<file path="config.mk">
export PLATFORM = sky130hd
export DESIGN_NAME = multi7_scan
export DESIGN_NICKNAME = d
export VERILOG_FILES = /design/src/rtl/multi7_scan.sv
export SDC_FILE = /design/constraint.sdc
export NUM_CORES = 1
export LEC_CHECK = 0
export CORE_MARGIN = 2
export CORE_UTILIZATION = 40
export DETAILED_ROUTE_END_ITERATION = 16
export SETUP_SLACK_MARGIN = 0.1
export SYNTH_ARGS = -nofsm -noshare
export SYNTH_HDL_FRONTEND = slang
export SYNTH_SLANG_ARGS = --single-unit
</file>
<file path="constraint.sdc">
create_clock -name i_clk_10mhz -period 3.7 [get_ports i_clk_10mhz]
set_clock_uncertainty 0.15 [all_clocks]
set_input_delay 0.74 -clock i_clk_10mhz [delete_from_list [all_inputs] [get_ports i_clk_10mhz]]
set_output_delay 0.74 -clock i_clk_10mhz [all_outputs]
set_load 0.02 [all_outputs]
</file>
<file path="src/rtl/multi7_scan.sv">
// rtl/multi7_scan.sv - multiplexed seven-segment scanner with PWM, LZ blanking and shadow load
//
// Ports:
//   i_clk_10mhz       system clock
//   i_rst_n           synchronous active-low reset
//   i_digits          nibble i drives digit i (digit 0 rightmost)
//   i_dp              decimal point per digit
//   i_hex             1: glyphs A-F for codes 10-15, 0: those codes show no segments
//   i_lz_blank        leading-zero blanking enable
//   i_brightness      frame-rate PWM duty, 0 dark, all-ones always on
//   i_load            capture all data inputs this cycle
//   o_segments_drive  active-high segments, bit6=a .. bit0=g
//   o_dp_drive        active-high decimal point
//   o_displays_neg    active-low digit enables
//   o_frame_start     one-cycle pulse at tick 0 of slot 0
module multi7_scan #(
    parameter int DIGITS      = 4,
    parameter int DELAY       = 10,
    parameter int BLANK       = 2,
    parameter int BRIGHT_BITS = 4
) (
    input  logic                     i_clk_10mhz,
    input  logic                     i_rst_n,
    input  logic [DIGITS*4-1:0]      i_digits,
    input  logic [DIGITS-1:0]        i_dp,
    input  logic                     i_hex,
    input  logic                     i_lz_blank,
    input  logic [BRIGHT_BITS-1:0]   i_brightness,
    input  logic                     i_load,
    output logic [6:0]               o_segments_drive,
    output logic                     o_dp_drive,
    output logic [DIGITS-1:0]        o_displays_neg,
    output logic                     o_frame_start
);

    localparam int TW = (DELAY > 1) ? $clog2(DELAY) : 1;
    localparam int SW = $clog2(DIGITS);

    localparam logic [TW-1:0]          TICK_LAST   = TW'(DELAY - 1);
    localparam logic [SW-1:0]          SLOT_LAST   = SW'(DIGITS - 1);
    localparam logic [TW-1:0]          BLANK_T     = TW'(BLANK);
    localparam logic [BRIGHT_BITS-1:0] BRIGHT_FULL = '1;

    logic [TW-1:0]          tick, tick_n;
    logic [SW-1:0]          slot, slot_n;
    logic [BRIGHT_BITS-1:0] pwm, pwm_n;
    logic                   frame_end;

    logic [DIGITS*4-1:0]    act_digits, act_digits_n, pend_digits;
    logic [DIGITS-1:0]      act_dp, act_dp_n, pend_dp;
    logic                   act_hex, act_hex_n, pend_hex;
    logic                   act_lz, act_lz_n, pend_lz;
    logic [BRIGHT_BITS-1:0] act_bright, act_bright_n, pend_bright;
    logic                   pend_flag;

    logic [DIGITS-1:0]      blank_n;
    logic                   zero_above;
    logic [3:0]             cur_code;
    logic                   cur_dp;
    logic                   cur_blank;
    logic                   lit_n;
    logic                   en_n;
    logic [DIGITS-1:0]      displays_neg_n;
    logic [6:0]             segments_n;
    logic                   dp_n;
    logic                   frame_start_n;

    function automatic logic [6:0] glyph(input logic [3:0] code, input logic hex);
        logic [6:0] g;
        case (code)
            4'h0: g = 7'b1111110;
            4'h1: g = 7'b0110000;
            4'h2: g = 7'b1101101;
            4'h3: g = 7'b1111001;
            4'h4: g = 7'b0110011;
            4'h5: g = 7'b1011011;
            4'h6: g = 7'b1011111;
            4'h7: g = 7'b1110000;
            4'h8: g = 7'b1111111;
            4'h9: g = 7'b1111011;
            4'hA: g = 7'b1110111;
            4'hB: g = 7'b0011111;
            4'hC: g = 7'b1001110;
            4'hD: g = 7'b0111101;
            4'hE: g = 7'b1001111;
            default: g = 7'b1000111;
        endcase
        if (code > 4'd9 && !hex) begin
            g = 7'b0000000;
        end
        return g;
    endfunction

    // Everything below works on next-state values so the registered outputs
    // line up with the counters in the same cycle instead of lagging by one.
    always_comb begin
        frame_end = (tick == TICK_LAST) && (slot == SLOT_LAST);
        tick_n    = tick;
        slot_n    = slot;
        pwm_n     = pwm;
        if (tick == TICK_LAST) begin
            tick_n = '0;
            slot_n = (slot == SLOT_LAST) ? '0 : slot + SW'(1);
        end else begin
            tick_n = tick + TW'(1);
        end
        if (frame_end) begin
            pwm_n = pwm + BRIGHT_BITS'(1);
        end

        // Active data only moves at the frame boundary; a load arriving on
        // that very edge bypasses the shadow copy.
        act_digits_n = act_digits;
        act_dp_n     = act_dp;
        act_hex_n    = act_hex;
        act_lz_n     = act_lz;
        act_bright_n = act_bright;
        if (frame_end) begin
            if (i_load) begin
                act_digits_n = i_digits;
                act_dp_n     = i_dp;
                act_hex_n    = i_hex;
                act_lz_n     = i_lz_blank;
                act_bright_n = i_brightness;
            end else if (pend_flag) begin
                act_digits_n = pend_digits;
                act_dp_n     = pend_dp;
                act_hex_n    = pend_hex;
                act_lz_n     = pend_lz;
                act_bright_n = pend_bright;
            end
        end

        // Walk from the most significant digit down; a digit is blanked while
        // it and everything above it is zero. Digit 0 always shows.
        blank_n    = '0;
        zero_above = 1'b1;
        for (int i = DIGITS - 1; i >= 0; i--) begin
            zero_above = zero_above && (act_digits_n[i*4 +: 4] == 4'd0);
            blank_n[i] = act_lz_n && (i != 0) && zero_above;
        end

        cur_code  = '0;
        cur_dp    = 1'b0;
        cur_blank = 1'b0;
        for (int i = 0; i < DIGITS; i++) begin
            if (slot_n == SW'(i)) begin
                cur_code  = act_digits_n[i*4 +: 4];
                cur_dp    = act_dp_n[i];
                cur_blank = blank_n[i];
            end
        end

        lit_n = (act_bright_n == BRIGHT_FULL) || (pwm_n < act_bright_n);
        en_n  = lit_n && (tick_n >= BLANK_T) && !cur_blank;

        displays_neg_n = '1;
        for (int i = 0; i < DIGITS; i++) begin
            if (en_n && (slot_n == SW'(i))) begin
                displays_neg_n[i] = 1'b0;
            end
        end
        segments_n    = en_n ? glyph(cur_code, act_hex_n) : 7'b0000000;
        dp_n          = en_n && cur_dp;
        frame_start_n = (tick_n == '0) && (slot_n == '0);
    end

    always_ff @(posedge i_clk_10mhz) begin
        if (!i_rst_n) begin
            tick             <= TICK_LAST;
            slot             <= SLOT_LAST;
            pwm              <= '1;
            act_digits       <= '0;
            act_dp           <= '0;
            act_hex          <= 1'b0;
            act_lz           <= 1'b0;
            act_bright       <= '0;
            pend_digits      <= '0;
            pend_dp          <= '0;
            pend_hex         <= 1'b0;
            pend_lz          <= 1'b0;
            pend_bright      <= '0;
            pend_flag        <= 1'b0;
            o_displays_neg   <= '1;
            o_segments_drive <= '0;
            o_dp_drive       <= 1'b0;
            o_frame_start    <= 1'b0;
        end else begin
            tick       <= tick_n;
            slot       <= slot_n;
            pwm        <= pwm_n;
            act_digits <= act_digits_n;
            act_dp     <= act_dp_n;
            act_hex    <= act_hex_n;
            act_lz     <= act_lz_n;
            act_bright <= act_bright_n;
            if (i_load) begin
                pend_digits <= i_digits;
                pend_dp     <= i_dp;
                pend_hex    <= i_hex;
                pend_lz     <= i_lz_blank;
                pend_bright <= i_brightness;
            end
            pend_flag        <= frame_end ? 1'b0 : (pend_flag || i_load);
            o_displays_neg   <= displays_neg_n;
            o_segments_drive <= segments_n;
            o_dp_drive       <= dp_n;
            o_frame_start    <= frame_start_n;
        end
    end

endmodule

</file>
# Word-level counts from Yosys, hierarchy flattened
# Memories as Yosys holds them, arrays and structs flattened. A register that Yosys moved wholly into a read port is not among the register bits.
# Index checks and enable logic that the tools add are counted.
# word_totals
wordCells	92
reg_bits	69
mem_bits_rw	0
input_bits	29
latch_bits	0
n_memories	1
output_inout_bits	13
romBits	112
# mem_list
memory	depth	word_bits	rd	rd_ports_with_merged_regs	write_ports	line	rtl
(no name shown)	16	7	1	1	0	70	case (code)
# classes
div_mod_pow	0
mul	0
muxes	34
eq_ne	6
n_shift	0
n_addsub	3
bitwise_logic	2
magnitude_cmp	3
reduce_logical	26
# op_table
cell	count
$mux W16	3
$mux W4	12
$mux W1	17
$logic_not A4 Y1	4
$logic_and A1 B1 Y1	15
$add A4 B1 Y4 const B	2
$eq A4 B4 Y1 const B	2
$eq A2 B2 Y1 const B	3
$ge A4 B2 Y1 const B	1
$gt A4 B4 Y1 const B	1
$lt A4 B4 Y1	1
$mux W2	2
$reduce_or A3 Y1	1
$add A2 B1 Y2 const B	1
$eq A2 B1 Y1 const B	1
$logic_not A1 Y1	2
$logic_not A2 Y1	1
$logic_or A1 B1 Y1	2
$not A1 Y1	2
$reduce_or A2 Y1	1

# Depth between registers and ports, before layout
# logic_depth
word_depth	14
depth_mapped	17
depth_no_buf	14

# Worst setup path after synthesis
# No wires, ideal clock.
# synth_timing
kind	input -> register
from	input port i_load
to	register o_segments_drive[5]
setup_time_ns	0.086
slack_ns	0.063
arrival_ns	3.400
cell_stages	12
path_cell_list	clkbuf_1 clkbuf_1 buf_2 buf_1 nor2_1 a221oi_1 ha_1 a211oi_1 a221oi_1 a211oi_2 o21ai_4 a221oi_2
# synth_between
elab_chain_cells	13
word_cells_on_any_way	34
classes_between	order compare (2); eq/ne (1); mux (15); bitwise (1); reduce/logical (15)
# synth_rtl
element	line	rtl
start, declared	29	input logic i_load,
parallel branches: the longest is 13 deep, another holds $gt A4 B4 Y1	n/a	
end, declared	30	output logic [6:0] o_segments_drive,
# Several ways; the timed one is not identified.
# A chain may end at the register's enable or synchronous reset.

# Worst setup path in the final report
# layout_timing
from	register tick[1]
to	register o_segments_drive[6]
# layout_between
elab_chain_cells	14
word_cells_on_any_way	41
classes_between	add/sub (1); order compare (3); eq/ne (5); mux (14); bitwise (1); reduce/logical (17)
# layout_rtl
element	line	rtl
start, declared	44	logic [TW-1:0] tick, tick_n;
start signal, assigned	189	tick <= tick_n;
parallel branches: the longest is 14 deep, another holds $gt A4 B4 Y1	n/a	
# Several ways; the timed one is not identified.

==> flow_summary.json <==
{
  "status": "finished, final reports clean",
  "synthesis.area_mm2": 0.004033,
  "r2r_slack_ns": 0.35,
  "drive_gt1_frac": 0.1689,
  "cellPowerDensity_mw_per_mm2": 586.0,
  "cts_hold_buf": 0,
  "dp.cells": 631,
  "internal-power_w": 0.001850,
  "max_freq_mhz": 298.1,
  "ys_warn_count": 0,
  "cpMaxStageDelayCell": "or4_1",
  "comb_power_share": 0.425,
  "drt-initial-drc-count": 147,
  "power_w": 0.002920,
  "clkPwrFrac": 0.242,
  "p_seq_frac": 0.333,
  "cts_tree": "built",
  "grt_pass1_vias": 3588,
  "switching_share": 0.3664,
  "gp_congestion": 0.8818,
  "path_cells": "and4bb_4 -> buf_4 -> nand2_4 -> a22oi_1 -> o21ai_0 -> nor2_1 -> nor3_1 -> or2_2 -> ha_2 -> or4_1 -> nand4_1 -> o22ai_1 -> a21oi_1",
  "synth_flop_cell": "dfxtp_1",
  "clk_pin_slew_ns": 0.08,
  "diodes": 0,
  "drt-wirelength-per-cell_um": 17.09,
  "cp.required_ns": 3.83,
  "final_net_count": 551,
  "port_buffers": 41,
  "post-route-period-util": 0.9066,
  "critPathBufInv": 1,
  "ir_worst_vdd_mv": 0.2180,
  "drv_cap": 0,
  "path_class": "flip-flop to flip-flop",
  "synth_top_area_share": 0.3773,
  "grt_first_pass_wirelength_um": 17980,
  "min_period_ns": 3.354,
  "max_stage_delay_ns": 0.53,
  "tns_ns": 0,
  "hp-class": "flip-flop to flip-flop",
  "drc_errors": 0,
  "synth_seq_area_share": 0.3773,
  "wl_um": 11070,
  "synth_nets": 492,
  "grt_start_max_net_pins": 27,
  "slew_headroom": 0.6047,
  "setup_ws_ns": 0.3457,
  "final-instance-count-excl-fill": 648,
  "rows": 36,
  "clk_latency_ns": 0.34,
  "post-place-ws_ns": 0.03944,
  "drv_slew": 0,
  "htree_levels": 3,
  "area_growth_pct": 23.58,
  "vias_per_cell": 5.630,
  "clock_path_buffers": 2,
  "synth_cell_types": 68,
  "fp.coreArea_mm2": 0.009774,
  "final_cell_mix": "74 x dfxtp_1, 55 x nor2_1, 40 x clkdlybuf4s50_1, 37 x buf_4, 28 x nand2_1",
  "crit_family": "simple AND/OR/NAND/NOR gates",
  "rsz0062_at_grt": "false",
  "postSynthCellCount": 451,
  "vias": 3648,
  "worstSetupStartpointType": "flip-flop",
  "grt_antenna_before_repair": 0,
  "drtPass1Iterations": 5,
  "cp-end-kind": "flip-flop",
  "ant_nets": 0,
  "synth_edf_count": 0,
  "tightestPinTransition_ns": 0.5855,
  "worstPathArrival_ns": 3.49,
  "finalHoldViolations": 0,
  "pin_count": 42,
  "die-area_mm2": 0.01090,
  "die_w_um": 104.4,
  "synthTopCellsByArea": "dfxtp_1 38%, mux2i_1 6.0%, nor2_1 5.2%, and2_1 3.9%, ha_1 3.7%",
  "avgSynthCellArea_um2": 8.942,
  "die_h_um": 104.4,
  "grt_usage": 0.2025,
  "final_common_cell": "dfxtp_1",
  "cts_sinks": 76,
  "cts_root_buf": "clkbuf_8",
  "yosysTopAreaCell": "dfxtp_1",
  "setup_violations": 0,
  "start_util": 0.4126,
  "globalRouteOverflowTotal": 0,
  "p_leak_nw": 1.916,
  "async_flop_share": 0,
  "p_sw_w": 0.001070,
  "yosys_register_bits": 76,
  "cts_inserted_buffers": 9,
  "path_max_fanout": 14,
  "dp_hpwl_um": 8284
}
==> flip-flops by register name, indices dropped and copies added, names as in the netlist <==
name / cells
tick: 4
pwm: 4
pend_digits: 16
pend_bright: 4
act_digits: 16
act_lz: 1
pend_dp: 4
o_segments_drive: 7
act_bright: 4
o_displays_neg: 4
pend_flag: 1
act_hex: 1
pend_lz: 1
pend_hex: 1
o_frame_start: 1
o_dp_drive: 1
act_dp: 4
slot: 2
==> final timing paths <==
check,start,endpoint,cells past startpoint
worst min-delay path,tick[0]$_SDFF_PN1_,tick[0]$_SDFF_PN1_,1
worst min register to register,tick[0]$_SDFF_PN1_,tick[0]$_SDFF_PN1_,1
worst max-delay path,tick[1]$_SDFF_PN0_,o_segments_drive[6]$_SDFF_PP0_,13
worst max register to register,tick[1]$_SDFF_PN0_,o_segments_drive[6]$_SDFF_PP0_,13
==> per-stage QoR <==
step / utilization / hold WS, ns / cell area [µm²]
CTS: 0.5051 / 0.3115 / 4937
detailed placement: 0.4828 / 0.2900 / 4720
floorplan: - / 0.2965 / 4033
global route: 0.5099 / 0.3066 / 4984
global placement: 0.4828 / 0.2895 / 4720
finish: 0.5099 / 0.2843 / 4984
==> layer usage <==
| layer | GRT usage | part of all wire |
|---|---|---|
| met2 | 0.3389 | 0.48 |
| met4 | 0.06467 | 0.013 |
| met3 | 0.02694 | 0.040 |
| met1 | 0.2696 | 0.47 |
| met5 | 0 | 0 |
==> area by class of cell <==
class                      count  area (µm²)
inverter                      15       56.30
clock inverter                 4       72.57
fill                         951        4791
sequential                    76        1524
multi-input combinational    330        2336
tap                          133       166.4
timing repair buffer          78       683.2
clock buffer                  12       145.1
==> synthesized netlist by cell type, drive strengths merged, types with 13 or more instances <==
| cell | n |
|---|---|
| a21oi | 17 |
| a221oi | 13 |
| a22oi | 17 |
| and2 | 25 |
| buf | 15 |
| clkbuf | 15 |
| dfxtp | 76 |
| inv | 15 |
| mux2i | 26 |
| nand2 | 29 |
| nor2 | 56 |
| o21ai | 19 |
==> logic make-up (layout without fill, tap and decap cells) <==
group	after synthesis	count (layout)	share of synthesized area
compound gates	115	115	0.2175
xor+xnor	7	7	0.01520
fa+ha+maj	12	12	0.03723
buf+inv	45	109	0.05243
flops	76	76	0.3773
mux	30	30	0.08315
simple gates	166	166	0.2172
==> worst reg2reg max path, cell delays in order, from the launching register on <==
cell,delay [ns]
dfxtp_1,0.39
and4bb_4,0.40
buf_4,0.20
nand2_4,0.15
a22oi_1,0.22
o21ai_0,0.16
nor2_1,0.11
nor3_1,0.06
or2_2,0.31
ha_2,0.25
or4_1,0.53
nand4_1,0.12
o22ai_1,0.08
a21oi_1,0.14
==> power by group through the flow <==
stage | sequential, W | clock [W] | combinational [W]
finish | 0.000973 | 0.000706 | 0.00124
global route | 0.000983 | 0.000754 | 0.00136
CTS | 0.000971 | 0.000724 | 0.00121
detailed placement | 0.000990 | 0 | 0.00121
global placement | 0.000987 | 0 | 0.00118
floorplan | 0.00101 | 0 | 0.000806
==> repair_timing <==
| item | CTS | global route |
|---|---|---|
| buffers inserted | 0 | 1 |
| resized for setup | 0 | 13 |
| endpoints found under the setup margin | 0 | 11 |
(Power assumes the default switching activity.)
